--- config.mk ---
export PLATFORM = sky130hd
export DESIGN_NAME = hub75_scanner
export DESIGN_NICKNAME = d
export VERILOG_FILES = /design/src/rtl/hub75_scanner.sv
export SDC_FILE = /design/constraint.sdc
export NUM_CORES = 1
export LEC_CHECK = 0
export BUFFER_PORTS_ARGS = -buffer_cell sky130_fd_sc_hd__buf_2
export CORE_MARGIN = 2
export CORE_UTILIZATION = 49
export CTS_CLUSTER_DIAMETER = 100
export CTS_CLUSTER_SIZE = 10
export DETAILED_ROUTE_END_ITERATION = 12
export PLACE_DENSITY = 0.83
export SETUP_SLACK_MARGIN = 0.4
export SYNTH_ARGS = -nofsm -noshare
export SYNTH_HDL_FRONTEND = slang
export SYNTH_SLANG_ARGS = --single-unit
--- constraint.sdc ---
create_clock -name sys_clk -period 1.7 [get_ports sys_clk]
set_input_delay 0.085 -clock sys_clk [delete_from_list [all_inputs] [get_ports sys_clk]]
set_output_delay 0.085 -clock sys_clk [all_outputs]
set_load 0.05 [all_outputs]
--- src/rtl/hub75_scanner.sv ---
// hub75_scanner
//   Reads pixel-pair words from the framebuffer and drives a HUB75 panel chain
//   with 1/2^ROW_BITS scan and 4-plane binary-coded modulation. Shifting the
//   next row/plane overlaps the display of the previously latched one.
//   Ports:
//     sys_clk, rst         clock, asynchronous active-high reset
//     enable               run scanning; only looked at on frame boundaries
//     fb_raddr/fb_re       framebuffer read port ({row, col}); data returns next cycle
//     fb_rdata             [19:10] top-half pixel, [9:0] bottom-half, {R3,G4,B3}
//     frame_start          1-cycle pulse ahead of each frame's first read
//     hub_r1..hub_b2       colour bits of the plane being shifted
//     hub_a                row address of the displayed data
//     hub_clk/hub_lat      panel shift clock (sys_clk/2) and latch strobe
//     hub_oe_n             panel output enable, active-low
module hub75_scanner #(
  parameter int COL_BITS   = 9,
  parameter int ROW_BITS   = 5,
  parameter int BASE_TICKS = 8
) (
  input  logic                         sys_clk,
  input  logic                         rst,
  input  logic                         enable,
  output logic [COL_BITS+ROW_BITS-1:0] fb_raddr,
  output logic                         fb_re,
  input  logic [19:0]                  fb_rdata,
  output logic                         frame_start,
  output logic                         hub_r1,
  output logic                         hub_g1,
  output logic                         hub_b1,
  output logic                         hub_r2,
  output logic                         hub_g2,
  output logic                         hub_b2,
  output logic [ROW_BITS-1:0]          hub_a,
  output logic                         hub_clk,
  output logic                         hub_lat,
  output logic                         hub_oe_n
);

  localparam int COLS  = 1 << COL_BITS;
  localparam int AW    = COL_BITS + ROW_BITS;
  localparam int SC_W  = COL_BITS + 2;
  localparam int CNT_W = $clog2(BASE_TICKS * 8 + 1);
  localparam logic [SC_W-1:0] SC_LAST = SC_W'(2 * COLS + 1);

  typedef enum logic [2:0] {
    S_IDLE, S_FSTART, S_WAIT2, S_SHIFT, S_WAITLAT, S_BLANK, S_LATCH
  } state_t;

  state_t              state_q, next_state;
  logic [SC_W-1:0]     sc_q;
  logic [ROW_BITS-1:0] shift_row_q;
  logic [1:0]          shift_plane_q;
  logic [CNT_W-1:0]    disp_cnt_q;
  logic [AW-1:0]       raddr_q;
  logic [AW-1:0]       cur_addr;
  logic                rd_vld_p0;
  logic                col_vld_p1;
  logic                shift_done;
  logic                disp_idle;
  logic                last_sub;

  // Bit p of the 4-bit widened channels: R and B are padded with a zero LSB.
  function automatic logic [2:0] plane_bits(input logic [9:0] px, input logic [1:0] p);
    logic [3:0] r4, g4, b4;
    r4 = {px[9:7], 1'b0};
    g4 = px[6:3];
    b4 = {px[2:0], 1'b0};
    return {r4[p], g4[p], b4[p]};
  endfunction

  // sc_q counts cycles inside a state; in SHIFT bit 0 is the column phase and
  // [COL_BITS:1] the column. The top bit marks the trailing clock/tail cycles.
  assign cur_addr   = {shift_row_q, sc_q[COL_BITS:1]};
  assign rd_vld_p0  = (state_q == S_SHIFT) && !sc_q[0] && !sc_q[SC_W-1];
  assign col_vld_p1 = (state_q == S_SHIFT) &&  sc_q[0] && !sc_q[SC_W-1];
  assign shift_done = (sc_q == SC_LAST);
  assign disp_idle  = (disp_cnt_q == '0);
  assign last_sub   = (shift_row_q == {ROW_BITS{1'b1}}) && (shift_plane_q == 2'd3);

  assign fb_re    = rd_vld_p0;
  assign fb_raddr = rd_vld_p0 ? cur_addr : raddr_q;
  assign hub_oe_n = disp_idle || (state_q == S_BLANK) || (state_q == S_LATCH);

  always_ff @(posedge sys_clk or posedge rst) begin
    if (rst) state_q <= S_IDLE;
    else     state_q <= next_state;
  end

  always_comb begin
    next_state  = state_q;
    frame_start = 1'b0;
    hub_lat     = 1'b0;
    case (state_q)
      S_IDLE:    if (enable) next_state = S_FSTART;
      S_FSTART: begin
        frame_start = 1'b1;
        next_state  = S_WAIT2;
      end
      S_WAIT2:   if (sc_q[0]) next_state = S_SHIFT;
      S_SHIFT:   if (shift_done) next_state = disp_idle ? S_BLANK : S_WAITLAT;
      S_WAITLAT: if (disp_idle) next_state = S_BLANK;
      S_BLANK:   next_state = S_LATCH;
      S_LATCH: begin
        hub_lat = 1'b1;
        if (last_sub) next_state = enable ? S_FSTART : S_IDLE;
        else          next_state = S_SHIFT;
      end
      default:   next_state = S_IDLE;
    endcase
  end

  always_ff @(posedge sys_clk or posedge rst) begin
    if (rst) begin
      sc_q          <= '0;
      shift_row_q   <= '0;
      shift_plane_q <= '0;
      disp_cnt_q    <= '0;
      raddr_q       <= '0;
      hub_a         <= '0;
      hub_clk       <= 1'b0;
      hub_r1        <= 1'b0;
      hub_g1        <= 1'b0;
      hub_b1        <= 1'b0;
      hub_r2        <= 1'b0;
      hub_g2        <= 1'b0;
      hub_b2        <= 1'b0;
    end else begin
      sc_q <= (next_state == state_q) ? sc_q + SC_W'(1) : '0;

      // p0: read issued; the address is held for the idle phases.
      if (rd_vld_p0) raddr_q <= cur_addr;
      // Rising hub_clk lands one cycle after the data it clocks was set up.
      hub_clk <= (state_q == S_SHIFT) && !sc_q[0] && (sc_q != '0);

      // p1: read data returned, capture this plane's bits.
      if (col_vld_p1) begin
        {hub_r1, hub_g1, hub_b1} <= plane_bits(fb_rdata[19:10], shift_plane_q);
        {hub_r2, hub_g2, hub_b2} <= plane_bits(fb_rdata[9:0],   shift_plane_q);
      end

      if (state_q == S_BLANK) hub_a <= shift_row_q;

      // Leaving LATCH starts the display of the latched plane and moves the
      // shifter on to the next plane (and row after plane 3).
      if (state_q == S_LATCH) begin
        disp_cnt_q    <= CNT_W'(BASE_TICKS) << shift_plane_q;
        shift_plane_q <= shift_plane_q + 2'd1;
        if (shift_plane_q == 2'd3) shift_row_q <= shift_row_q + ROW_BITS'(1);
      end else if (!disp_idle) begin
        disp_cnt_q <= disp_cnt_q - CNT_W'(1);
      end
    end
  end

endmodule

==> flow_summary.yaml <==
status:
  status: "finished, violations left"
  violations: "setup timing"
drt:
  routed_wl_um: 8790
  drc: 0
  ant_nets: 0
  avgRoutedWirePerCell_um: 20.4
  drt_first_pass_iters: 4
  drtIter0Drc: 166
  via_per_inst: 5.63
  vias: 2426
place:
  dp.cells: 379
  globalplace.congestion: 0.853
  dp_hpwl_um: 4190
  io_buffers: 52
  dp_slack_ns: -0.201
power_and_ir_drop:
  power-per-cell-area_nw_per_um2: 1160
  netSwitchingFraction_pct: 38.0
  power_w: 0.00497
  p_clk_share_pct: 18.3
  combPwrFrac_pct: 49.4
  p_seq_share_pct: 32.3
  p_switching_w: 0.00189
  ir_drop_v: 0.000935
  leakage_nw: 2.13
  p_int_w: 0.00308
yosys:
  muxShareOfSynthArea_pct: 13.0
  ys_seq_area_share_pct: 51.2
  ys_top_cells_by_count: "dfrtp_1, nor2_1, mux2_2, nand2_1"
  yosysUniqueCellTypes: 41
  netlist_instances: 232
  async_reset_ff_share_pct: 100
  synth_top_area_share_pct: 51.2
  yosys.area_share.simple_pct: 15.4
  syn_area_um2: 2640
  synthTopCellsByArea: "dfrtp_1, mux2_2, ha_1"
  synth_top_family_by_area: "simple AND/OR/NAND/NOR gates"
  synth_compound_area_share_pct: 6.21
  synth-xor-area-share_pct: 5.65
  yosysMostFrequentCell: "dfrtp_1"
  syn-mean-instance-area_um2: 11.4
  ys_warn_count: 0
  synth_fa_ha_area_share_pct: 4.74
  ys.flop_type: "dfrtp_1"
  synth-edff-count: 0
  synth_top_area_cell: "dfrtp_1"
  ys_seq_elements: 54
  syn_nets: 265
timing:
  fmax_mhz: 462
  finalCritPeriodShare_pct: 127
  slew_viol_final: 0
  rsz0062_at_grt: "true"
  period_minus_slack_ns: 2.16
  skew_ns: 0.0169
  fin_ws_ns: -0.462
  setup_viol: 46
  tightest_slew_ns: 0.554
  hold_viol_final: 0
  relSlewSlack_pct: 63.0
cts:
  root_buffer: "clkbuf_8"
  cts_tree: "done"
  path_clk_slew_ns: 0.11
  cts_buffers: 5
  cts_sinks: 54
  cts_buffer_depth: 2
  h-tree-depth: 2
  clock_latency_ns: 0.33
worst_setup_path:
  cp_max_fo: 2
  worstSetupEndpointType: "register"
  r2r_slack_ns: -0.46
  crit_arrival_ns: 2.43
  rr_worst_depth: 9
  start_kind: "register"
  critical_path_class: "register to register"
  required_ns: 1.97
global_routing:
  grt_first_pass_wirelength_um: 11900
  grt_max_degree: 25
  grt_use_total_pct: 25.8
  grt_overflow: 0
  first_global_vias: 2398
  grt_antenna_before_repair: 0
floorplan:
  dieArea_um2: 5990
  io_pins: 53
  start_util_pct: 51.3
  chipHeight_um: 77.4
  core.rowCount: 26
  coreArea_um2: 5140
  die_x_um: 77.4
hold_path:
  hold-path-cell-count: 3
  hold_class: "input pin to register"
layout:
  fin_util_pct: 83.1
  fillers: 279
  fin_nets: 393
  multi_input_area_um2: 1520
  layout-drive-gt1-share_pct: 58.4
  seqCellArea_um2: 1350
  area_growth_pct: 62.0
  instances_no_fill: 431
  num_antenna_cells: 0
flow_run:
  maxCapViolations: 0
==> layer usage <==
| layer | part of all wire [%] | vias to the layer above | global-route usage, % |
|---|---|---|---|
| li1 | - | 1066 | - |
| met1 | 40 | 1206 | 31.6 |
| met2 | 51 | 110 | 43.2 |
| met3 | 5.5 | 44 | 5.81 |
| met4 | 4.3 | 0 | 12.5 |
| met5 | 0 | - | 0 |
==> per-stage QoR <==
step / hold WS, ns / area (µm²) / setup TNS (ns)
floorplan: 0.153 / 2830 / -1.85
detailed placement: 0.158 / 3330 / -1.28
global route: 0.0567 / 4270 / -12.29
finish: 0.0326 / 4270 / -10.16
global placement: 0.146 / 3330 / -0.767
CTS: 0.0439 / 4050 / -5.58
==> area by class of cell <==
class,instances,area share (%)
clock inverter,3,1.11
multi-input combinational,156,35.6
timing repair buffer,130,26.6
clock buffer,5,1.61
inverter,13,1.35
sequential,54,31.7
tap,70,2.05
==> cells by family (layout without fill, tap and decap cells) <==
family	Yosys count	count (layout)
AND/OR/NAND/NOR	73	73
multiplexers	29	29
adder cells (fa/ha/maj)	10	10
buffers and inverters	23	151
AO/OA/AOI/OAI	26	27
XOR/XNOR	17	17
flip-flops	54	54
==> flip-flops by register name (all words and copies together) (netlist names), 2 cells and up <==
signal         cells
disp_cnt_q         7
hub_a              5
sc_q              11
shift_plane_q      2
shift_row_q        5
state_q            3
raddr_q           14
==> critical path, stage by stage, from the launching register on <==
cell and delay [ns]:
dfrtp_1 0.40, inv_2 0.08, ha_4 0.13, or3b_4 0.37
or4_4 0.44, buf_4 0.15, buf_6 0.11, buf_4 0.12
a21oi_2 0.14, a311o_1 0.15
==> path summary, 6_finish.rpt <==
| kind | end | from |
|---|---|---|
| max | state_q[0]$_DFF_PP0_ | disp_cnt_q[0]$_DFFE_PP0P_ |
| min | hub_r2$_DFFE_PP0P_ | fb_rdata[8] |
| max reg2reg | state_q[0]$_DFF_PP0_ | disp_cnt_q[0]$_DFFE_PP0P_ |
| min reg2reg | hub_r2$_DFFE_PP0P_ | hub_r2$_DFFE_PP0P_ |
| max in group asynchronous | sc_q[0]$_DFF_PP0_ | rst |
| min in group asynchronous | shift_plane_q[1]$_DFFE_PP0P_ | rst |
==> cells in the final DEF (no fill, tap or decap), types with 2 or more instances in the layout <==
cell type,instances
buf_12,2
clkbuf_8,5
nor4_4,2
nand3_1,4
buf_4,45
inv_6,2
xor2_1,4
nand2b_1,2
ha_1,8
mux2_4,23
dfrtp_1,52
xnor2_1,10
nand4_1,3
nor3_4,3
nand2_1,12
a21oi_1,7
nand3b_1,2
dfrtp_2,2
or4_4,3
xnor2_2,3
buf_8,2
nor2_1,15
inv_2,2
a22o_4,2
buf_6,44
a21oi_2,2
inv_1,9
o31ai_2,2
nor2_2,9
mux2i_1,4
nor3_1,5
mux4_2,2
o21ai_1,5
buf_2,34
==> power by group through the flow <==
stage	clock [W]	combinational (W)	sequential (W)
after floorplan	0	0.00127	0.00172
after global placement	0	0.00172	0.00160
after detailed placement	0	0.00174	0.00161
after CTS	0.000894	0.00226	0.00159
after global routing	0.000967	0.00258	0.00163
final	0.000911	0.00245	0.00161
==> timing repair <==
action | in CTS | in global routing
setup endpoints to repair | 72 | 72
endpoints found under the hold margin | 22 | 0
gates resized for setup | 91 | 32
buffers inserted | 30 | 10
pin swaps | 19 | 13
hold buffers | 1 | 0
cloned | 2 | 1
Note: power is estimated with default switching activity, not from simulation.
